## src/rtl/arb_mux.sv

```systemverilog
// arb_mux: N-to-1 valid/ready arbiter-mux with fixed or round-robin
// grant feeding a single registered output slot.
module arb_mux #(
   parameter  int NUM_IN = 4,
   parameter  int WIDTH  = 1,
   localparam int SELW   = $clog2(NUM_IN)
) (
   input  logic                    clk,
   input  logic                    rst,
   input  logic [NUM_IN*WIDTH-1:0] in_data,
   input  logic [NUM_IN-1:0]       in_valid,
   output logic [NUM_IN-1:0]       in_ready,
   input  logic                    mode,
   input  logic [SELW-1:0]         sel,
   output logic [WIDTH-1:0]        out_data,
   output logic [SELW-1:0]         out_ch,
   output logic                    out_valid,
   input  logic                    out_ready
);

   logic              load;
   logic              gnt_ok;
   logic [SELW-1:0]   gnt;
   logic [SELW-1:0]   ptr;
   logic [SELW-1:0]   idx;
   logic [WIDTH-1:0]  gnt_data;
   int                pos;

   assign load = !out_valid || out_ready;

   // Round-robin scan runs from farthest to nearest so the
   // nearest valid channel after ptr is the last one written.
   always_comb begin
      gnt_ok = 1'b0;
      gnt    = '0;
      idx    = '0;
      pos    = 0;
      if (!mode) begin
         for (int i = 0; i < NUM_IN; i++) begin
            if (sel == SELW'(i) && in_valid[SELW'(i)]) begin
               gnt_ok = 1'b1;
               gnt    = SELW'(i);
            end
         end
      end else begin
         for (int k = NUM_IN; k >= 1; k--) begin
            pos = int'(ptr) + k;
            if (pos >= NUM_IN)
               pos = pos - NUM_IN;
            idx = SELW'(pos);
            if (in_valid[idx]) begin
               gnt_ok = 1'b1;
               gnt    = idx;
            end
         end
      end
   end

   always_comb begin
      gnt_data = '0;
      for (int i = 0; i < NUM_IN; i++) begin
         if (gnt == SELW'(i))
            gnt_data = in_data[i*WIDTH +: WIDTH];
      end
   end

   assign in_ready = (gnt_ok && load && !rst)
                   ? (NUM_IN'(1) << gnt)
                   : '0;

   always_ff @(posedge clk) begin
      if (rst) begin
         out_valid <= 1'b0;
         out_data  <= '0;
         out_ch    <= '0;
         ptr       <= SELW'(NUM_IN - 1);
      end else if (load) begin
         out_valid <= gnt_ok;
         if (gnt_ok) begin
            out_data <= gnt_data;
            out_ch   <= gnt;
            ptr      <= gnt;
         end
      end
   end

endmodule

```

## config.mk

```make
export PLATFORM = sky130hd
export DESIGN_NAME = arb_mux
export DESIGN_NICKNAME = d
export VERILOG_FILES = /design/src/rtl/arb_mux.sv
export SDC_FILE = /design/constraint.sdc
export NUM_CORES = 1
export LEC_CHECK = 0
export ABC_AREA = 0
export CAP_MARGIN = 20
export CORE_AREA = 2 2 39 41
export DETAILED_ROUTE_END_ITERATION = 12
export DIE_AREA = 0 0 41 43
export GPL_TIMING_DRIVEN = 0
export PLACE_DENSITY = 0.68
export SYNTH_ARGS = -nofsm -noshare
export SYNTH_HDL_FRONTEND = slang
export SYNTH_SLANG_ARGS = --single-unit
```

## constraint.sdc

```tcl
create_clock -name clk -period 5.1 [get_ports clk]
set_clock_uncertainty 0.2 [all_clocks]
set_input_delay 1.275 -clock clk [delete_from_list [all_inputs] [get_ports clk]]
set_output_delay 1.275 -clock clk [all_outputs]
set_load 0.02 [all_outputs]
```

==> results of run 1 <==
## kinds of logic after synthesis
kind of cell,count (synthesis),synth area share [%]
muxes,3,6.47
buffers and inverters,4,4.85
and+or+nand+nor,29,32.6
AOI/OAI and AO/OA,16,30.2
DFF,6,25.9
## registers in the layout, indices dropped and copies added, names as in the netlist
signal and flops:
out_ch 2, ptr 2, out_data 1, out_valid 1
## worst max path at each step
stage	start	endpoint	slack [ns]	cells past startpoint
floorplan	in_valid[1]	in_ready[0]	1.23	5
finish	mode	in_ready[0]	0.21	8
CTS	mode	in_ready[0]	0.19	8
detailed placement	mode	in_ready[0]	0.19	8
global route	mode	in_ready[0]	0.04	8
global placement	mode	in_ready[0]	0.22	8
## layer usage
metal	vias up	global-route usage (%)	part of all wire, %
met2	20	18.8	43
met4	0	12.0	2.9
li1	257	-	-
met3	4	2.09	8.6
met1	205	17.7	46
met5	-	0	0
## area by class of cell
type	instances	area, sq um	share of cell area, %
Buffer	1	11.3	1.59
Clock buffer	3	22.5	3.19
Inverter	3	11.3	1.59
Multi-Input combinational cell	48	322	45.5
Sequential cell	6	120	17.0
Tap cell	16	20.0	2.83
Timing Repair Buffer	20	200	28.3
## worst max-delay path, stage by stage
cell	delay, ns
clkdlybuf4s50_1	0.59
nor2b_1	0.10
nor2_1	0.17
o221ai_2	0.22
nor2_1	0.23
o21ai_1	0.12
nor2_1	0.11
clkdlybuf4s50_1	0.61
## report_power, final
group / internal (uW) / switching, uW
Combinational: 31.6 / 29.7
Sequential: 52.0 / 4.33
Clock: 26.7 / 18.0
Total: 110 / 52.1
## synth_stat cells, types with 2 or more instances
cell,count
inv_1,3
nor2b_1,3
o311ai_2,2
o22ai_1,2
nand2b_1,2
dfxtp_1,6
o21ai_0,2
nor2_1,10
mux2i_1,3
nand2_1,6
a21oi_1,2
## per-stage QoR
| step | instance area (sq um) | util (%) |
|---|---|---|
| 6_report | 707 | 51.1 |
| 3_3_place_gp | 684 | 49.5 |
| 4_1_cts | 707 | 51.1 |
| 5_1_grt | 707 | 51.1 |
| 3_5_place_dp | 684 | 49.5 |
| 2_1_floorplan | 464 | - |
==> run_results.csv, run 1 <==
group,metric,value,unit
cells_and_area,layout.cells.non_filler,97,
clock_network,cts_made_buffers,3,
yosys,synth-edff-count,0,
worst_setup_path,reg2reg_setup_slack,3.24,ns
timing,clock.fmax,0.204,GHz
placed_design,dp_slack,0.185,ns
detailed_routing,wl_per_cell,11.2,um
worst_setup_path,crit_path_end_kind,"output pin",
cells_and_area,drive_gt1_share,13.6,%
placed_design,port_buffers,20,
cells_and_area,final_cell_mix,"20 x clkdlybuf4s50_1, 10 x nor2_1, 6 x nand2_1, 6 x dfxtp_1",
placed_design,place_congestion,0.711,
clock_network,cts_buffer_depth,2,
timing,period_share,95.9,%
timing,fin_crit,4.89,ns
die,rows,14,
cells_and_area,final_nets,97,
cells_and_area,layout_commonest_cell,"clkdlybuf4s50_1",
status,status,"completed",
detailed_routing,drc,0,
worst_setup_path,r2r-end,"out_ch[0]$_SDFFE_PP0N_",
placed_design,numPlacedInstances,94,
yosys,ys_seq_area_share,25.9,%
worst_setup_path,worstReg2RegStart,"ptr[0]$_SDFFE_PP1N_",
grt,grt_start_max_net_pins,11,
yosys,ys.warnings.count,0,
grt,grt_pass1_vias,413,
clock_network,post_cts_resized,0,
timing,rsz0062_at_grt,"false",
timing,maxSlewHeadroom,68.7,%
detailed_routing,wl,1.09,mm
yosys,synth-async-reset-ratio,0,%
die,die_h,43,um
power,vdd_drop_max,0.128,mV
timing,hold_ws,0.291,ns
grt,grt_remaining_overflow,0,
timing,finalMaxSlewViolations,0,
die,core,1380,sq um
cells_and_area,fillCellCount,145,
min_path,whs_endpoint,"out_ch[1]$_SDFFE_PP0N_",
min_path,whs_path_depth,2,
yosys,synth_ff_type,"dfxtp_1",
worst_setup_path,crit_required,3.62,ns
worst_setup_path,ff2ff_path_depth,5,
yosys,yosysTopAreaCellShare,25.9,%
clock_network,cts_tree,"built",
yosys,syn_area_per_cell,8.00,sq um
yosys,synthTopCellsByArea,"dfxtp_1 26%, nor2_1 8.1%, o311ai_2 7.0%",
yosys,syn-num-nets,72,
clock_network,clk_pin_slew,0.04,ns
worst_setup_path,path_class,"in -> out",
worst_setup_path,startpoint_type,"primary input",
yosys,yosys.area.top_type,"dfxtp_1",
detailed_routing,via_per_inst,5.01,
die,ios,22,
min_path,min_from,"out_ch[1]$_SDFFE_PP0N_",
clock_network,postCtsSetupRepairBufs,0,
clock_network,clock-sinks,6,
placed_design,hpwlAfterDp,815,um
power,p_per_area,230,nW/um^2
worst_setup_path,worstPathArrival,3.42,ns
detailed_routing,drt-pass1-iter-count,4,
grt,antenna_found_initial,0,
yosys,synth.distinct_cells,28,
worst_setup_path,crit_path_max_fanout,8,
clock_network,htreeDepth,1,
clock_network,insertion_delay,0.25,ns
die,dieArea,1760,sq um
cells_and_area,diodes,0,
timing,finalSetupTns,0,ns
power,p_leak,0.000268,uW
detailed_routing,ant_nets,0,
detailed_routing,drt_iter0_drc,12,
clock_network,clockRootBuffer,"clkbuf_4",
yosys,synth_area,464,sq um
power,total_power,162,uW
die,start_util,33.5,%
timing,setup_ws,0.208,ns
timing,tightest_slew,0.469,ns
clock_network,cts_hold_buf,0,
yosys,synth_seq_cells,6,
detailed_routing,vias,486,
die,dieWidth,41,um
timing,finalSetupViolCount,0,
yosys,synthCells,58,
cells_and_area,syn_to_final_growth,52.3,%
run,max_cap_violations,0,
timing,hold_viol,0,
grt,grt_use_total,13.8,%
grt,grt_first_pass_wirelength,1.63,mm
min_path,hold_class,"reg -> reg",
No activity file was read; power rests on OpenSTA's default activity.
==> run 2: changes to the inputs <==
--- a/config.mk
+++ b/config.mk
@@ -12,6 +12,7 @@
 export DIE_AREA = 0 0 41 43
 export GPL_TIMING_DRIVEN = 0
 export PLACE_DENSITY = 0.68
+export SETUP_SLACK_MARGIN = 0.05
 export SYNTH_ARGS = -nofsm -noshare
 export SYNTH_HDL_FRONTEND = slang
 export SYNTH_SLANG_ARGS = --single-unit
==> run 2 against run 1 <==
Critical path depth is the same. Clock-buffer cell count is the same. Cell area grew 0.35%. Sequential share of layout area shrank 0.060 points. Register-to-register slack is essentially flat. Critical path type unchanged. First-iteration DRC count shrank 8.3%. Largest cell class unchanged. Routed wire length grew 0.55%. Global-route usage is the same. Worst hold slack gained 0.00084 ns. Utilization grew 0.18 points. Fmax grew 0.87%.
==> run_results.csv, run 2 (same netlist as run 1, synthesis figures left out) <==
group,metric,value,unit
power,vdd_drop_max,0.128,mV
timing,maxSlewHeadroom,68.7,%
cells_and_area,largestRegisters,"out_ch (2), ptr (2)",
worst_setup_path,crit_required,3.62,ns
run,max_cap_violations,0,
clock_network,clock-sinks,6,
cells_and_area,drive_gt1_share,14.8,%
detailed_routing,drc,0,
timing,tightest_slew,0.469,ns
timing,clock.fmax,0.206,GHz
timing,rsz0062_at_grt,"false",
grt,grt_use_total,13.8,%
worst_setup_path,reg2reg_setup_slack,3.24,ns
min_path,whs_path_depth,2,
detailed_routing,drt-pass1-iter-count,4,
die,dieWidth,41,um
placed_design,hpwlAfterDp,815,um
detailed_routing,vias,486,
cells_and_area,layout.cells.non_filler,97,
worst_setup_path,path_cells,"clkdlybuf4s50_1 > nor2b_1 > nor2_1 > o221ai_2 > nor2_2 > o21ai_1 > nor2_1 > clkdlybuf4s50_1",
worst_setup_path,slowest_delay,0.61,ns
worst_setup_path,ff2ff_path_depth,5,
die,dieArea,1760,sq um
grt,grt_first_pass_wirelength,1.63,mm
detailed_routing,wl_per_cell,11.3,um
timing,finalSetupTns,0,ns
clock_network,htreeDepth,1,
die,die_h,43,um
status,status,"completed",
cells_and_area,final_cell_mix,"20 x clkdlybuf4s50_1, 9 x nor2_1, 6 x nand2_1, 6 x dfxtp_1",
grt,grt_start_max_net_pins,11,
cells_and_area,final_nets,97,
timing,hold_viol,0,
min_path,min_from,"out_ch[1]$_SDFFE_PP0N_",
clock_network,cts_made_buffers,3,
clock_network,cts_buffer_depth,2,
clock_network,cts_tree,"built",
worst_setup_path,crit_path_end_kind,"output pin",
power,p_per_area,229,nW/um^2
cells_and_area,syn_to_final_growth,52.8,%
clock_network,clk_pin_slew,0.04,ns
worst_setup_path,cp_top_family,"buffers and inverters",
timing,finalMaxSlewViolations,0,
detailed_routing,ant_nets,0,
min_path,whs_endpoint,"out_ch[1]$_SDFFE_PP0N_",
die,start_util,33.5,%
worst_setup_path,startpoint_type,"primary input",
detailed_routing,via_per_inst,5.01,
die,rows,14,
worst_setup_path,crit_path_max_fanout,8,
grt,grt_remaining_overflow,0,
clock_network,clockRootBuffer,"clkbuf_4",
worst_setup_path,r2r-end,"out_ch[0]$_SDFFE_PP0N_",
cells_and_area,diodes,0,
cells_and_area,fillCellCount,145,
worst_setup_path,path_depth,8,
cells_and_area,layout_commonest_cell,"clkdlybuf4s50_1",
placed_design,place_congestion,0.711,
timing,finalSetupViolCount,0,
die,core,1380,sq um
worst_setup_path,path_class,"in -> out",
power,p_leak,0.000268,uW
worst_setup_path,worstPathArrival,3.38,ns
worst_setup_path,slowest_stage,"clkdlybuf4s50_1",
detailed_routing,drt_iter0_drc,11,
die,ios,22,
clock_network,insertion_delay,0.25,ns
worst_setup_path,worst-path-buf-inv,2,
timing,period_share,95.1,%
grt,grt_pass1_vias,413,
placed_design,numPlacedInstances,94,
detailed_routing,wl,1.09,mm
worst_setup_path,worstReg2RegStart,"ptr[0]$_SDFFE_PP1N_",
placed_design,port_buffers,20,
timing,fin_crit,4.85,ns
grt,antenna_found_initial,0,
min_path,hold_class,"reg -> reg",
## run 2: cell count changes in the layout (fill, tap and decap cells not counted)
| cell | delta |
|---|---|
| nor2_2 | +1 |
| nor2_1 | -1 |
## run 2: worst register-to-register path, cell delays in order, from the launching register on
cell	delay, ns
dfxtp_1	0.35
or4b_1	0.55
o311ai_2	0.12
o21ai_2	0.14
or2_0	0.23
and3_1	0.16
## run 2: cell type report
class	instances	area [sq um]	area share, %
Multi-Input combinational cell	48	324	45.7
Timing Repair Buffer	20	200	28.2
Clock buffer	3	22.5	3.17
Inverter	3	11.3	1.59
Buffer	1	11.3	1.59
Tap cell	16	20.0	2.82
Sequential cell	6	120	16.9
## run 2: what timing repair did
action / CTS / global route
hold buffers: 0 / 0
buffers inserted: 0 / 0
resized for setup: 0 / 1
setup endpoints to repair: 0 / 1
## run 2: worst max path at each step
stage / end / slack (ns) / startpoint
global route: in_ready[0] / 0.10 / mode
detailed placement: in_ready[0] / 0.19 / mode
CTS: in_ready[0] / 0.19 / mode
global placement: in_ready[0] / 0.22 / mode
finish: in_ready[0] / 0.25 / mode
floorplan: in_ready[0] / 1.23 / in_valid[1]
## run 2: power by group
part	total (uW)	internal, uW	switching, uW
Clock	44.7	26.7	18.0
Sequential	56.4	52.0	4.32
Combinational	61.7	31.7	30.0
Total	163	110	52.3
## run 2: layer usage
layer  up-vias  routed length, um  track usage (%)  share of wire [%]
met3         4                 93             2.09                8.5
met4         0                 31             12.0                2.8
met5         -                  0                0                  0
met2        19                466             18.8                 43
li1        258                  -                -                  -
met1       205                501             17.7                 46
## run 2: metrics by stage
stage               hold slack [ns]  util [%]  area (sq um)  total power (uW)  worst slack (ns)
global route                  0.328      51.3           709               172             0.102
CTS                           0.299      51.1           707               163             0.186
floorplan                     0.328         -           464              93.0              1.23
detailed placement            0.289      49.5           684               119             0.185
finish                        0.292      51.3           709               163             0.250
global placement              0.282      49.5           684               118             0.220
==> run 3: changes to the inputs <==
--- a/config.mk
+++ b/config.mk
@@ -10,6 +10,7 @@
 export CORE_AREA = 2 2 39 41
 export DETAILED_ROUTE_END_ITERATION = 12
 export DIE_AREA = 0 0 41 43
+export GPL_ROUTABILITY_DRIVEN = 0
 export GPL_TIMING_DRIVEN = 0
 export PLACE_DENSITY = 0.68
 export SETUP_SLACK_MARGIN = 0.05
==> results of run 3 <==
No change in the layout: final DEF, timing and power equal those of run 2.
